<file path="src/rtl/uart_pkg.sv">
// uart_pkg
// Shared definitions for the UART receiver slice: the receive state
// encoding, the parity_mode encodings and the oversampling constants.
// No ports; imported by uart_rx_fifo.
package uart_pkg;

   localparam int OVERSAMPLE = 16;
   localparam int MID_SAMPLE = 7;

   localparam logic [1:0] PAR_NONE     = 2'b00;
   localparam logic [1:0] PAR_EVEN     = 2'b01;
   localparam logic [1:0] PAR_ODD      = 2'b10;
   localparam logic [1:0] PAR_NONE_ALT = 2'b11;

   typedef enum logic [2:0] {
      IDLE,
      START,
      DATA,
      PARITY,
      STOP
   } rx_state_t;

   // Only the two explicit modes carry a parity bit on the wire.
   function automatic logic parity_enabled(input logic [1:0] mode);
      return (mode == PAR_EVEN) || (mode == PAR_ODD);
   endfunction

endpackage

</file>
<file path="src/rtl/uart_rx_fifo_mem.sv">
// uart_rx_fifo_mem
// Circular receive buffer with occupancy counter. Full and empty come from
// the level count, so the pointers can simply wrap modulo DEPTH.
// Ports:
//   clk    in   clock
//   reset  in   synchronous active-high reset
//   push   in   write wdata (ignored when full unless a pop happens too)
//   pop    in   remove head entry (ignored when empty)
//   wdata  in   entry to write
//   head   out  head entry, forced to 0 when empty
//   level  out  occupancy 0..DEPTH
//   full   out  level == DEPTH
//   empty  out  level == 0
module uart_rx_fifo_mem #(
   parameter int WIDTH = 10,
   parameter int DEPTH = 4
) (
   input  logic                     clk,
   input  logic                     reset,
   input  logic                     push,
   input  logic                     pop,
   input  logic [WIDTH-1:0]         wdata,
   output logic [WIDTH-1:0]         head,
   output logic [$clog2(DEPTH):0]   level,
   output logic                     full,
   output logic                     empty
);

   localparam int PW = $clog2(DEPTH);
   localparam logic [PW:0] DEPTH_L = (PW+1)'(DEPTH);

   logic [WIDTH-1:0] store [DEPTH];
   logic [PW-1:0]    rd_ptr;
   logic [PW-1:0]    wr_ptr;
   logic             pop_ok;
   logic             push_ok;

   assign empty   = (level == '0);
   assign full    = (level == DEPTH_L);
   assign pop_ok  = pop & ~empty;
   // A full buffer still accepts a write when the head leaves in the same cycle.
   assign push_ok = push & (~full | pop_ok);
   assign head    = empty ? '0 : store[rd_ptr];

   // Storage needs no reset: the head output is masked while empty.
   always_ff @(posedge clk) begin
      if (push_ok) begin
         store[wr_ptr] <= wdata;
      end
   end

   // Pointer and occupancy bookkeeping.
   always_ff @(posedge clk) begin
      if (reset) begin
         rd_ptr <= '0;
         wr_ptr <= '0;
         level  <= '0;
      end else begin
         if (push_ok) begin
            wr_ptr <= wr_ptr + 1'b1;
         end
         if (pop_ok) begin
            rd_ptr <= rd_ptr + 1'b1;
         end
         case ({push_ok, pop_ok})
            2'b10:   level <= level + 1'b1;
            2'b01:   level <= level - 1'b1;
            default: level <= level;
         endcase
      end
   end

endmodule

</file>
<file path="src/rtl/uart_rx_fifo.sv">
// uart_rx_fifo
// 16x oversampling UART receiver feeding a small receive FIFO.
// Optional feature macro: UART_RX_BREAK_DET_EN (break detection; when
// undefined break_det is tied low and a break arrives as 0x00 frames with
// framingerr set).
// Ports:
//   mclkx16     in   oversample clock, 16 ticks per bit
//   reset       in   synchronous active-high reset
//   rx          in   asynchronous serial input, idle high, LSB first
//   parity_mode in   00 none, 01 even, 10 odd, 11 none
//   read        in   active-low pop request, falling edge pops one entry
//   rdata       out  head-of-FIFO data (0 when empty)
//   rxrdy       out  FIFO non-empty
//   parityerr   out  head entry parity error
//   framingerr  out  head entry framing error
//   overrun     out  sticky frame-dropped flag, cleared by next pop
//   level       out  FIFO occupancy
//   break_det   out  one-cycle break pulse, coincident with the push
module uart_rx_fifo
   import uart_pkg::*;
#(
   parameter int DATA_BITS  = 8,
   parameter int STOP_BITS  = 1,
   parameter int FIFO_DEPTH = 4
) (
   input  logic                          mclkx16,
   input  logic                          reset,
   input  logic                          rx,
   input  logic [1:0]                    parity_mode,
   input  logic                          read,
   output logic [DATA_BITS-1:0]          rdata,
   output logic                          rxrdy,
   output logic                          parityerr,
   output logic                          framingerr,
   output logic                          overrun,
   output logic [$clog2(FIFO_DEPTH):0]   level,
   output logic                          break_det
);

`ifdef UART_RX_BREAK_DET_EN
   localparam bit BREAK_EN = 1'b1;
`else
   localparam bit BREAK_EN = 1'b0;
`endif

   localparam int EW = DATA_BITS + 2;

   rx_state_t            state;
   rx_state_t            next_state;
   logic                 rx_meta;
   logic                 rx_sync;
   logic [3:0]           tick;
   logic [2:0]           bit_cnt;
   logic                 stop_cnt;
   logic [DATA_BITS-1:0] shreg;
   logic [1:0]           mode_q;
   logic                 par_err_q;
   logic                 par_bit_q;
   logic                 frame_err_q;
   logic                 stop_one_q;
   logic                 brk_wait;
   logic                 brk_q;
   logic                 push_q;
   logic [EW-1:0]        entry_q;
   logic                 mid_tick;
   logic                 bit_tick;
   logic                 last_bit;
   logic                 last_stop;
   logic                 break_frame;
   logic                 read_r;
   logic                 read_prev;
   logic                 pop_req;
   logic                 pop_ok;
   logic                 full;
   logic                 empty;
   logic                 dropped;
   logic [EW-1:0]        head;

   assign mid_tick  = (tick == 4'(MID_SAMPLE));
   assign bit_tick  = (tick == 4'(OVERSAMPLE - 1));
   assign last_bit  = (bit_cnt == 3'(DATA_BITS - 1));
   assign last_stop = (stop_cnt == 1'(STOP_BITS - 1));

   // A break is an all-zero frame including parity and every stop sample;
   // evaluated at the final stop sample, where rx_sync is that sample.
   assign break_frame = BREAK_EN && (shreg == '0) && !stop_one_q && !rx_sync &&
                        (!parity_enabled(mode_q) || !par_bit_q);

   // Two-flop synchronizer, preset to the idle line level.
   always_ff @(posedge mclkx16) begin
      if (reset) begin
         rx_meta <= 1'b1;
         rx_sync <= 1'b1;
      end else begin
         rx_meta <= rx;
         rx_sync <= rx_meta;
      end
   end

   // Receive state register.
   always_ff @(posedge mclkx16) begin
      if (reset) begin
         state <= IDLE;
      end else begin
         state <= next_state;
      end
   end

   // Next-state logic; every decision uses the synchronized line.
   always_comb begin
      next_state = state;
      case (state)
         IDLE: begin
            if (!rx_sync) next_state = START;
         end
         START: begin
            if (mid_tick) next_state = rx_sync ? IDLE : DATA;
         end
         DATA: begin
            if (bit_tick && last_bit) begin
               next_state = parity_enabled(mode_q) ? PARITY : STOP;
            end
         end
         PARITY: begin
            if (bit_tick) next_state = STOP;
         end
         STOP: begin
            if (brk_wait) begin
               if (rx_sync) next_state = IDLE;
            end else if (bit_tick && last_stop) begin
               next_state = break_frame ? STOP : IDLE;
            end
         end
         default: next_state = IDLE;
      endcase
   end

   // Frame datapath: tick counter, bit counters, shift register, error flags
   // and the registered FIFO entry that is pushed one cycle after the last
   // stop sample.
   always_ff @(posedge mclkx16) begin
      if (reset) begin
         tick        <= '0;
         bit_cnt     <= '0;
         stop_cnt    <= 1'b0;
         shreg       <= '0;
         mode_q      <= PAR_NONE;
         par_err_q   <= 1'b0;
         par_bit_q   <= 1'b0;
         frame_err_q <= 1'b0;
         stop_one_q  <= 1'b0;
         brk_wait    <= 1'b0;
         brk_q       <= 1'b0;
         push_q      <= 1'b0;
         entry_q     <= '0;
      end else begin
         push_q <= 1'b0;
         brk_q  <= 1'b0;
         case (state)
            IDLE: begin
               tick <= '0;
               if (!rx_sync) begin
                  mode_q      <= parity_mode;
                  bit_cnt     <= '0;
                  stop_cnt    <= 1'b0;
                  par_err_q   <= 1'b0;
                  par_bit_q   <= 1'b0;
                  frame_err_q <= 1'b0;
                  stop_one_q  <= 1'b0;
                  brk_wait    <= 1'b0;
               end
            end
            START: begin
               tick <= mid_tick ? '0 : tick + 1'b1;
            end
            DATA: begin
               tick <= tick + 1'b1;
               if (bit_tick) begin
                  shreg   <= {rx_sync, shreg[DATA_BITS-1:1]};
                  bit_cnt <= bit_cnt + 1'b1;
               end
            end
            PARITY: begin
               tick <= tick + 1'b1;
               if (bit_tick) begin
                  par_bit_q <= rx_sync;
                  if (mode_q == PAR_EVEN) begin
                     par_err_q <= (^shreg) ^ rx_sync;
                  end else begin
                     par_err_q <= ~((^shreg) ^ rx_sync);
                  end
               end
            end
            STOP: begin
               tick <= tick + 1'b1;
               if (brk_wait) begin
                  if (rx_sync) brk_wait <= 1'b0;
               end else if (bit_tick) begin
                  stop_cnt <= stop_cnt + 1'b1;
                  if (!rx_sync) begin
                     frame_err_q <= 1'b1;
                  end else begin
                     stop_one_q <= 1'b1;
                  end
                  if (last_stop) begin
                     push_q  <= 1'b1;
                     entry_q <= {frame_err_q | ~rx_sync, par_err_q, shreg};
                     if (break_frame) begin
                        brk_q    <= 1'b1;
                        brk_wait <= 1'b1;
                     end
                  end
               end
            end
            default: tick <= '0;
         endcase
      end
   end

   // Falling-edge detector on the registered read strobe; a held-low read
   // produces a single pop.
   always_ff @(posedge mclkx16) begin
      if (reset) begin
         read_r    <= 1'b1;
         read_prev <= 1'b1;
      end else begin
         read_r    <= read;
         read_prev <= read_r;
      end
   end

   assign pop_req = read_prev & ~read_r;
   assign pop_ok  = pop_req & ~empty;
   assign dropped = push_q & full & ~pop_ok;

   // Sticky overrun: set when a frame is lost, cleared by a real pop.
   always_ff @(posedge mclkx16) begin
      if (reset) begin
         overrun <= 1'b0;
      end else if (pop_ok) begin
         overrun <= 1'b0;
      end else if (dropped) begin
         overrun <= 1'b1;
      end
   end

   uart_rx_fifo_mem #(
      .WIDTH (EW),
      .DEPTH (FIFO_DEPTH)
   ) u_fifo (
      .clk   (mclkx16),
      .reset (reset),
      .push  (push_q),
      .pop   (pop_req),
      .wdata (entry_q),
      .head  (head),
      .level (level),
      .full  (full),
      .empty (empty)
   );

   assign rdata      = head[DATA_BITS-1:0];
   assign parityerr  = head[DATA_BITS];
   assign framingerr = head[DATA_BITS+1];
   assign rxrdy      = ~empty;
   assign break_det  = BREAK_EN ? brk_q : 1'b0;

endmodule

</file>
<file path="config.mk">
export PLATFORM = sky130hd
export DESIGN_NAME = uart_rx_fifo
export DESIGN_NICKNAME = d
export VERILOG_FILES = /design/src/rtl/uart_pkg.sv /design/src/rtl/uart_rx_fifo_mem.sv /design/src/rtl/uart_rx_fifo.sv
export SDC_FILE = /design/constraint.sdc
export NUM_CORES = 1
export LEC_CHECK = 0
export BUFFER_PORTS_ARGS = -buffer_cell sky130_fd_sc_hd__buf_2
export CAP_MARGIN = 20
export CORE_ASPECT_RATIO = 1.25
export CORE_UTILIZATION = 45
export DETAILED_ROUTE_END_ITERATION = 16
export PLACE_DENSITY = 0.69
export SKIP_LAST_GASP = 1
export SYNTH_ARGS = -nofsm -noshare
export SYNTH_HDL_FRONTEND = slang
export SYNTH_SLANG_ARGS = --single-unit
</file>
<file path="constraint.sdc">
create_clock -name mclkx16 -period 2.65 [get_ports mclkx16]
set_input_delay 0.1325 -clock mclkx16 [delete_from_list [all_inputs] [get_ports mclkx16]]
set_output_delay 0.1325 -clock mclkx16 [all_outputs]
set_load 0.1 [all_outputs]
</file>
Word-level counts from Yosys, hierarchy flattened --
Memories as Yosys holds them, arrays and structs flattened. A register that Yosys moved wholly into a read port is not among the register bits. Index checks and enable logic that the tools add are counted.
Word-level totals: bits of input ports 6, RAM bits 40, memories kept 1, output and inout bits 16, word-level logic and storage cells 125, register bits after elaboration 47
Operators by class: add/subtract/negate cells 7, bitwise operators 18, reductions and logical operators 22, equality and inequality tests 22, muxes and demuxes 36
Memory list:
- u_fifo.store | depth 4, width 10, read ports 1, clocked after memory_dff 1, wr ports 1, line uart_rx_fifo_mem.sv:32 | logic [WIDTH-1:0] store [DEPTH];
Operators by type and width (count):
- $mux W3 | 10
- $ne A2 B2 Y1 const B | 8
- $pmux W3 S5 | 1
- $mux W1 | 13
- $pmux W3 S2 | 2
- $mux W10 | 1
- $not A1 Y1 | 10
- $eq A3 B3 Y1 const B | 3
- $pmux W1 S2 | 4
- $pmux W4 S2 | 1
- $reduce_and A4 Y1 | 2
- $reduce_bool A2 Y1 | 4
- $reduce_xor A8 Y1 | 1
- $add A3 B1 Y3 const B | 2
- $eq A3 B2 Y1 const B | 2
- $logic_not A3 Y1 | 2
- $mux W2 | 3
- $ne A3 B3 Y1 const B | 2
- $reduce_and A2 Y1 | 3
- $reduce_and A3 Y1 | 2
- $reduce_and A6 Y1 | 1
- $and A1 B1 Y1 | 5
- $reduce_and A5 Y1 | 1
- $add A2 B1 Y2 const B | 2
- other kinds (16) | 20

Depth between registers and ports, before layout --
Gate-level depths: netlist (run 1).
word-level depth 7, depth in mapped cells 9, gate-level depth less buffers 9

By module --
From an unflattened synthesis (run 1), not the netlist that was laid out.
Unflattened totals: cell total of the unflattened synthesis 301, area total of the unflattened synthesis 3797.4 um^2
By module, submodules not included:
- uart_rx_fifo_mem | seq. area each 1381.3 um^2, area an instance 2015.7 um^2, instances 1, cells an instance 117
- uart_rx_fifo | seq. area each 800.8 um^2, area an instance 1781.7 um^2, instances 1, cells an instance 184

Worst setup path after synthesis (run 1) --
Ideal clock, no wire load.
path kind reg2out, from register u_fifo.level[0], to output parityerr, path slack -301 ps, arrival 2819 ps, data required time 2518 ps, buffers on the path 1, cell stages (with the launch flop) 4, path through dfxtp_1 nor3_1 clkbuf_1 nor2b_1
On the way: word-level cells in the longest chain between the ends 2
RTL lines:
- start: declaration | line uart_rx_fifo_mem.sv:24 | output logic [$clog2(DEPTH):0] level,
- start signal: assignment | line uart_rx_fifo_mem.sv:66 | 2'b10: level <= level + 1'b1;
- start signal: assignment | line uart_rx_fifo_mem.sv:67 | 2'b01: level <= level - 1'b1;
- start signal: assignment | line uart_rx_fifo_mem.sv:68 | default: level <= level;
- $logic_not A3 Y1 | line uart_rx_fifo_mem.sv:38 | assign empty = (level == '0);
- $mux W10 | line uart_rx_fifo_mem.sv:43 | assign head = empty ? '0 : store[rd_ptr];
- end: declaration | line uart_rx_fifo.sv:33 | output logic parityerr,
Every way passes these cells.

Final worst setup path (run 1) --
from register u_fifo.level[0], to register u_fifo.level[2]
On the way: word-level cells in the longest chain between the ends 7, elaborated cells on any way between the ends 13, classes of those cells add/sub: 2; eq/ne: 3; mux: 1; bitwise: 5; reduce/logical: 2
RTL lines:
- $logic_not A3 Y1 | line uart_rx_fifo_mem.sv:38
- $not A1 Y1 | line uart_rx_fifo_mem.sv:40 | assign pop_ok = pop & ~empty;
- $and A1 B1 Y1 | line uart_rx_fifo_mem.sv:40
- $or A1 B1 Y1 | line uart_rx_fifo_mem.sv:42 | assign push_ok = push & (~full | pop_ok);
- $and A1 B1 Y1 | line uart_rx_fifo_mem.sv:42
- $eq A2 B1 Y1 / $eq A2 B2 Y1 (equally long branches) | line uart_rx_fifo_mem.sv:65 | case ({push_ok, pop_ok})
- $pmux W3 S2 / $reduce_bool A2 Y1 (equally long branches)
Several ways; a longest one is shown, not always the timed one. A chain may end at the register's enable or synchronous reset.

==> results.ini, run 1 <==
[detailed_routing]
vias = 2247
drt_wl_total_mm = 5.93
top_layer_used = met4
wire_per_inst_um = 13.8
ant_nets = 0
wl_met2_mm = 3.01
viasPerCell = 5.24
drt-met1-wl_mm = 2.67
drc_errors = 0
wl_met3_um = 172
detailedRoute.firstPassIterationCount = 4
drtIter0Drc = 83

[critical_path]
worst-path-max-fanout = 7
slowest_stage = fa_1
end_kind = flop
critPathBufInv = 2
slowest_delay_ns = 0.37
arrival_ns = 2.40
critical_path_class = flop to flop
start_kind = flop
crit_required_ns = 2.94
critPathMostFrequentCell = inv_1
cp_cell_sequence = nor2_1 -> a31oi_1 -> inv_1 -> ha_1 -> inv_1 -> fa_1 -> xor2_1 -> or3_1 -> a21oi_1
critPathTopFamily = adder cells

[power]
p_int_mw = 1.94
p_leak_nw = 1.50
peakVddDrop_mv = 0.376
combPwrFrac_pct = 5.4
seqPwrFrac_pct = 58.0
sw_frac_of_total_pct = 23.7
clockPowerShare_pct = 36.5
p_switching_uw = 602
power_mw = 2.54
powerDensity_nw_per_um2 = 610

[yosys]
synthMuxAreaShare_pct = 11.1
yosys.area_share.simple_pct = 13.0
synthCells = 307
yosysWarnings = 0
syn_nets = 323
synth_edf_count = 40
synth-seq-cells = 89
yosysSeqAreaShare_pct = 58.2
synth_area_um2 = 3750
yosysUniqueCellTypes = 51
synth_xor_area_share_pct = 4.33
postSynthAreaPerCell_um2 = 12.2
ys.flop_type = dfxtp_1
async_flop_share_pct = 0
synth_top_family_by_area = simple AND/OR/NAND/NOR gates
synthAdderAreaFrac_pct = 3.53
synth_compound_area_share_pct = 5.80

[cts]
cts_buffers = 9
cts_resized = 0
clk_pin_slew_ns = 0.09
clk-insertion-delay-late_ns = 0.35
clk_path_buf_depth = 2
cts_sinks = 89
cts_tree = done
cts-root-buf = clkbuf_8
cts_max_level = 3

[cells_and_area]
mostFrequentLayoutCell = dfxtp_1
syn2layout_area_growth_pct = 11.0
antenna_cells = 0
fillCellCount = 695
final_cell_mix = 46 x dfxtp_1, 40 x nor2_1, 40 x edfxtp_1, 20 x buf_2, 19 x mux2i_1
drive_gt1_share_pct = 18.9
num-nets-final = 345

[timing]
setup_viol = 0
fin_crit_ns = 2.12
rsz0062_at_grt = false
slew_headroom_pct = 62.9
setup_ws_ns = 0.534
max_freq_mhz = 473
slew_violations = 0
fin_crit_sh_pct = 79.8
skew_ns = 0.00696
finalSetupTns_ns = 0
finalHoldViolCount = 0
tightest_slew_ns = 0.554

[floorplan]
fp.dieW_um = 83.7
dieArea_um2 = 8710
ios = 22
coreArea_um2 = 7930
fp.dieH_um = 104
row_count = 36
initial_core_util_pct = 47.3

[hold_path]
hold_path_class = input port to flop

[grt]
grt_max_degree = 26
first_global_vias = 2239
track_usage_pct = 14.6
grt_pass1_wl_mm = 10.1
grt-ovfl-total = 0
antenna_found_initial = 0

[place]
io_buffers = 20
hpwl_mm = 3.97
gp_congestion = 0.907
place_ws_ns = 0.533

[run_status]
status = finished clean

[job]
max_cap_viol_count = 0

[synth_stat cells (7+ instances only)]
| library cell | n | area share (%) |
|---|---|---|
| nand2_1 | 7 | 0.70 |
| a21oi_1 | 12 | 1.6 |
| o21ai_0 | 7 | 0.93 |
| xnor2_1 | 11 | 2.6 |
| ha_1 | 9 | 3.0 |
| mux4_2 | 10 | 6.0 |
| dfxtp_1 | 49 | 26 |
| nor2_1 | 40 | 4.0 |
| mux2i_1 | 19 | 5.1 |
| edfxtp_1 | 40 | 32 |
| nor2b_1 | 11 | 1.8 |
| inv_1 | 16 | 1.6 |
| clkbuf_1 | 11 | 1.1 |
[worst register-to-register path, delay by kind of cell, from the launching register on]
family / cells / cell delay, ns
adders and majority gates: 2 / 0.55
xor gates and xnor gates: 1 / 0.16
buffers and inverters: 2 / 0.17
DFF: 1 / 0.35
AOI/OAI and AO/OA: 2 / 0.37
and+or+nand+nor: 2 / 0.45
[final timing paths]
kind | from | cells after the start | slack (ns) | endpoint
worst max-delay path | u_fifo.level[0] | 9 | 0.53 | u_fifo.level[2]
worst min register to register | rx_meta | 1 | 0.42 | rx_sync
worst min-delay path | reset | 2 | 0.18 | mode_q[1]
worst max register to register | u_fifo.level[0] | 9 | 0.53 | u_fifo.level[2]
[power groups by stage]
stage	Combinational [mW]	Clock, mW	Sequential [mW]
floorplan	0.132	0	1.48
global placement	0.132	0	1.51
detailed placement	0.134	0	1.51
CTS	0.139	0.955	1.47
global route	0.158	1.00	1.48
finish	0.138	0.929	1.47
[sequential cells by signal, indices dropped and copies added, names as in the netlist, 2 cells and up, named ones only]
signal         flops
bit_cnt            3
entry_q           10
mode_q             2
shreg              8
state              3
tick               4
u_fifo.level       3
u_fifo.rd_ptr      2
u_fifo.store      40
u_fifo.wr_ptr      2
[cells by family after synthesis]
logic type      Yosys count
fa+ha+maj                10
compound gates           34
other cells               1
xor+xnor                 17
simple gates             93
mux                      29
flops                    89
buf+inv                  34
[layout make-up]
class | count | area (um^2) | share of cell area (%)
Multi-Input combinational cell | 184 | 1420 | 34.1
Timing Repair Buffer | 29 | 178 | 4.27
Inverter | 16 | 60.1 | 1.44
Clock inverter | 7 | 78.8 | 1.89
Sequential cell | 89 | 2190 | 52.5
Tap cell | 95 | 119 | 2.85
Clock buffer | 9 | 124 | 2.97
[through the flow]
stage	util, %	cell area (um^2)	instances	hold slack, ns
2_1_floorplan	-	3760	307	0.236
3_3_place_gp	49.5	3920	409	0.315
3_5_place_dp	49.5	3920	409	0.317
4_1_cts	52.5	4160	429	0.171
5_1_grt	52.5	4160	429	0.185
6_report	52.5	4160	429	0.182
[per-layer routing]
layer	up-vias	GRT usage [%]
li1	1129	-
met1	1069	17.0
met2	43	25.1
met3	6	3.81
met4	0	6.90
met5	-	0
[what timing repair did]
| action | 4_1_cts | 5_1_grt |
|---|---|---|
| hold buffers | 4 | 0 |
| endpoints found under the hold margin | 4 | 0 |
| buffers inserted | 0 | 0 |
(Power assumes the default switching activity.)
==> run 2, diff against run 1 <==
clock period = 2.2 ns   (was 2.65 ns; I/O delays follow)
==> run 2 against run 1 <==
  * Power grew 20%
  * Critical path depth shrank 1
  * First-iteration DRC count grew 55%
==> results.ini, run 2 (synthesis gave the netlist of run 1 again) <==
[run_status]
status = finished clean

[grt]
use_met2_pct = 25.6  ; +0.46 points
grt_pass1_wl_mm = 10.3  ; +1.8%
antenna_found_initial = 0  ; unchanged
grt-ovfl-total = 0  ; unchanged
grt_use_met3_pct = 3.57  ; -0.24 points
first_global_vias = 2207  ; -1.4%
track_usage_pct = 15.1  ; +0.46 points
grt_max_degree = 29  ; +12%
use_met1_pct = 17.9  ; +0.90 points
top_usage_layer = met2

[power]
p_leak_nw = 1.55  ; +3.4%
powerDensity_nw_per_um2 = 719  ; +18%
peakVddDrop_mv = 0.459  ; +22%

[timing]
slew_violations = 0  ; unchanged
skew_ns = 0.00831  ; +0.00135 ns
finalHoldViolCount = 0  ; unchanged
fin_crit_sh_pct = 92.6  ; +13 points
setup_viol = 0  ; unchanged
fin_crit_ns = 2.04  ; -0.0778 ns
rsz0062_at_grt = false
setup_ws_ns = 0.162  ; -0.372 ns
max_freq_mhz = 491  ; +3.8%
finalSetupTns_ns = 0  ; unchanged

[critical_path]
start_kind = flop
slowest_delay_ns = 0.37  ; about the same
worst-path-max-fanout = 4  ; -3
rr_startpoint = read_r
reg2reg_depth = 8  ; -1
critPathTopFamily = simple AND/OR/NAND/NOR gates
crit_required_ns = 2.47  ; -0.47 ns
cp-startpoint = read_r
slowest_stage = fa_1
cp.depth = 8  ; -1
end_kind = flop
critPathBufInv = 1  ; -1
critical_path_class = flop to flop
cp_cell_sequence = nand2b_1 -> nor2_1 -> ha_1 -> inv_1 -> fa_1 -> xor2_1 -> or3_1 -> a21oi_1
arrival_ns = 2.30  ; -0.10 ns

[job]
max_cap_viol_count = 0  ; unchanged

[cts]
clk_pin_slew_ns = 0.09  ; about the same
cts-root-buf = clkbuf_8
cts_sinks = 89  ; unchanged
post-cts-setup-buffers = 0  ; unchanged
clk_path_buf_depth = 2  ; unchanged
cts_resized = 0  ; unchanged
clk-insertion-delay-late_ns = 0.35  ; about the same
cts_buffers = 9  ; unchanged
cts_tree = done
cts_max_level = 3  ; unchanged

[place]
place_area_um2 = 4000  ; +2.1%
hpwl_mm = 4.10  ; +3.2%
place_ws_ns = 0.171  ; -0.362 ns
dp.cells = 415  ; +1.5%
io_buffers = 20  ; unchanged
gp_congestion = 0.848  ; -6.4%

[detailed_routing]
drtIter0Drc = 129  ; +55%
wire_per_inst_um = 13.7  ; -1.1%
vias = 2297  ; +2.2%
drt_wl_total_mm = 5.94  ; +0.27%
detailedRoute.firstPassIterationCount = 4  ; unchanged
viasPerCell = 5.28  ; +0.82%
ant_nets = 0  ; unchanged
drc_errors = 0  ; unchanged

[cells_and_area]
fillCellCount = 681  ; -2.0%
regArea_um2 = 2190  ; +0.34%
largest_register = u_fifo.store
final_cell_mix = 46 x dfxtp_1, 40 x nor2_1, 40 x edfxtp_1, 20 x buf_2, 19 x mux2i_1
reg_top3 = u_fifo.store x40, entry_q x10, shreg x8
largest_reg_flops = 40  ; unchanged
drive_gt1_share_pct = 23.5  ; +4.7 points
mostFrequentLayoutCell = dfxtp_1
fin_area_um2 = 4250  ; +2.0%
num-nets-final = 351  ; +1.7%
antenna_cells = 0  ; unchanged
multi_input_area_um2 = 1450  ; +2.1%
fin_cells = 435  ; +1.4%
syn2layout_area_growth_pct = 13.1

[hold_path]
hp-start = reset
hold_path_depth = 2  ; unchanged
hold_path_class = input port to flop

[floorplan]
dieArea_um2 = 8710  ; unchanged
coreArea_um2 = 7930  ; unchanged
fp.dieH_um = 104  ; unchanged
fp.dieW_um = 83.7  ; unchanged
ios = 22  ; unchanged
row_count = 36  ; unchanged
initial_core_util_pct = 47.3  ; unchanged

[run 2: metal layers]
metal,up-vias,routed length (um)
met5,-,0
met4,0,97
met3,10,171
met2,42,2970
met1,1103,2700
li1,1142,-
[run 2: through the flow]
stage	power [mW]	utilization, %	hold slack (ns)
5_1_grt	3.19	53.6	0.230
6_report	3.05	53.6	0.206
2_1_floorplan	1.94	-	0.214
3_3_place_gp	1.97	50.5	0.295
3_5_place_dp	1.97	50.5	0.299
4_1_cts	3.08	53.6	0.194
[run 2: path summary, 6_finish.rpt]
path                           to  slack (ns)
setup / recovery  u_fifo.level[2]        0.16
hold / removal               flop        0.21
setup reg to reg  u_fifo.level[2]        0.16
hold reg to reg           rx_sync        0.41
[run 2: worst reg2reg max path: cells and delay by family, from the launching register on]
family,cells,cell delay (ns)
buffers and inverters,1,0.06
xor gates and xnor gates,1,0.17
DFF,1,0.31
and+or+nand+nor,3,0.71
AOI/OAI and AO/OA,1,0.14
adders and majority gates,2,0.59
[run 2: report_power, final]
part	internal (mW)	switching, mW	total (mW)	leakage [nW]
Sequential	1.73	0.0400	1.77	0.769
Combinational	0.0702	0.105	0.176	0.685
Clock	0.534	0.575	1.11	0.100
[run 2: what timing repair did]
| action | CTS | global route |
|---|---|---|
| endpoints found under the hold margin | 4 | 0 |
| setup endpoints to repair | 0 | 0 |
| hold buffers | 4 | 0 |
[run 2: cell type report]
class / count / area share (%)
Multi-Input combinational cell: 184 / 34.1
Inverter: 16 / 1.41
Tap cell: 95 / 2.80
Sequential cell: 89 / 51.7
Clock buffer: 9 / 2.92
Clock inverter: 7 / 1.83
Timing Repair Buffer: 35 / 5.25
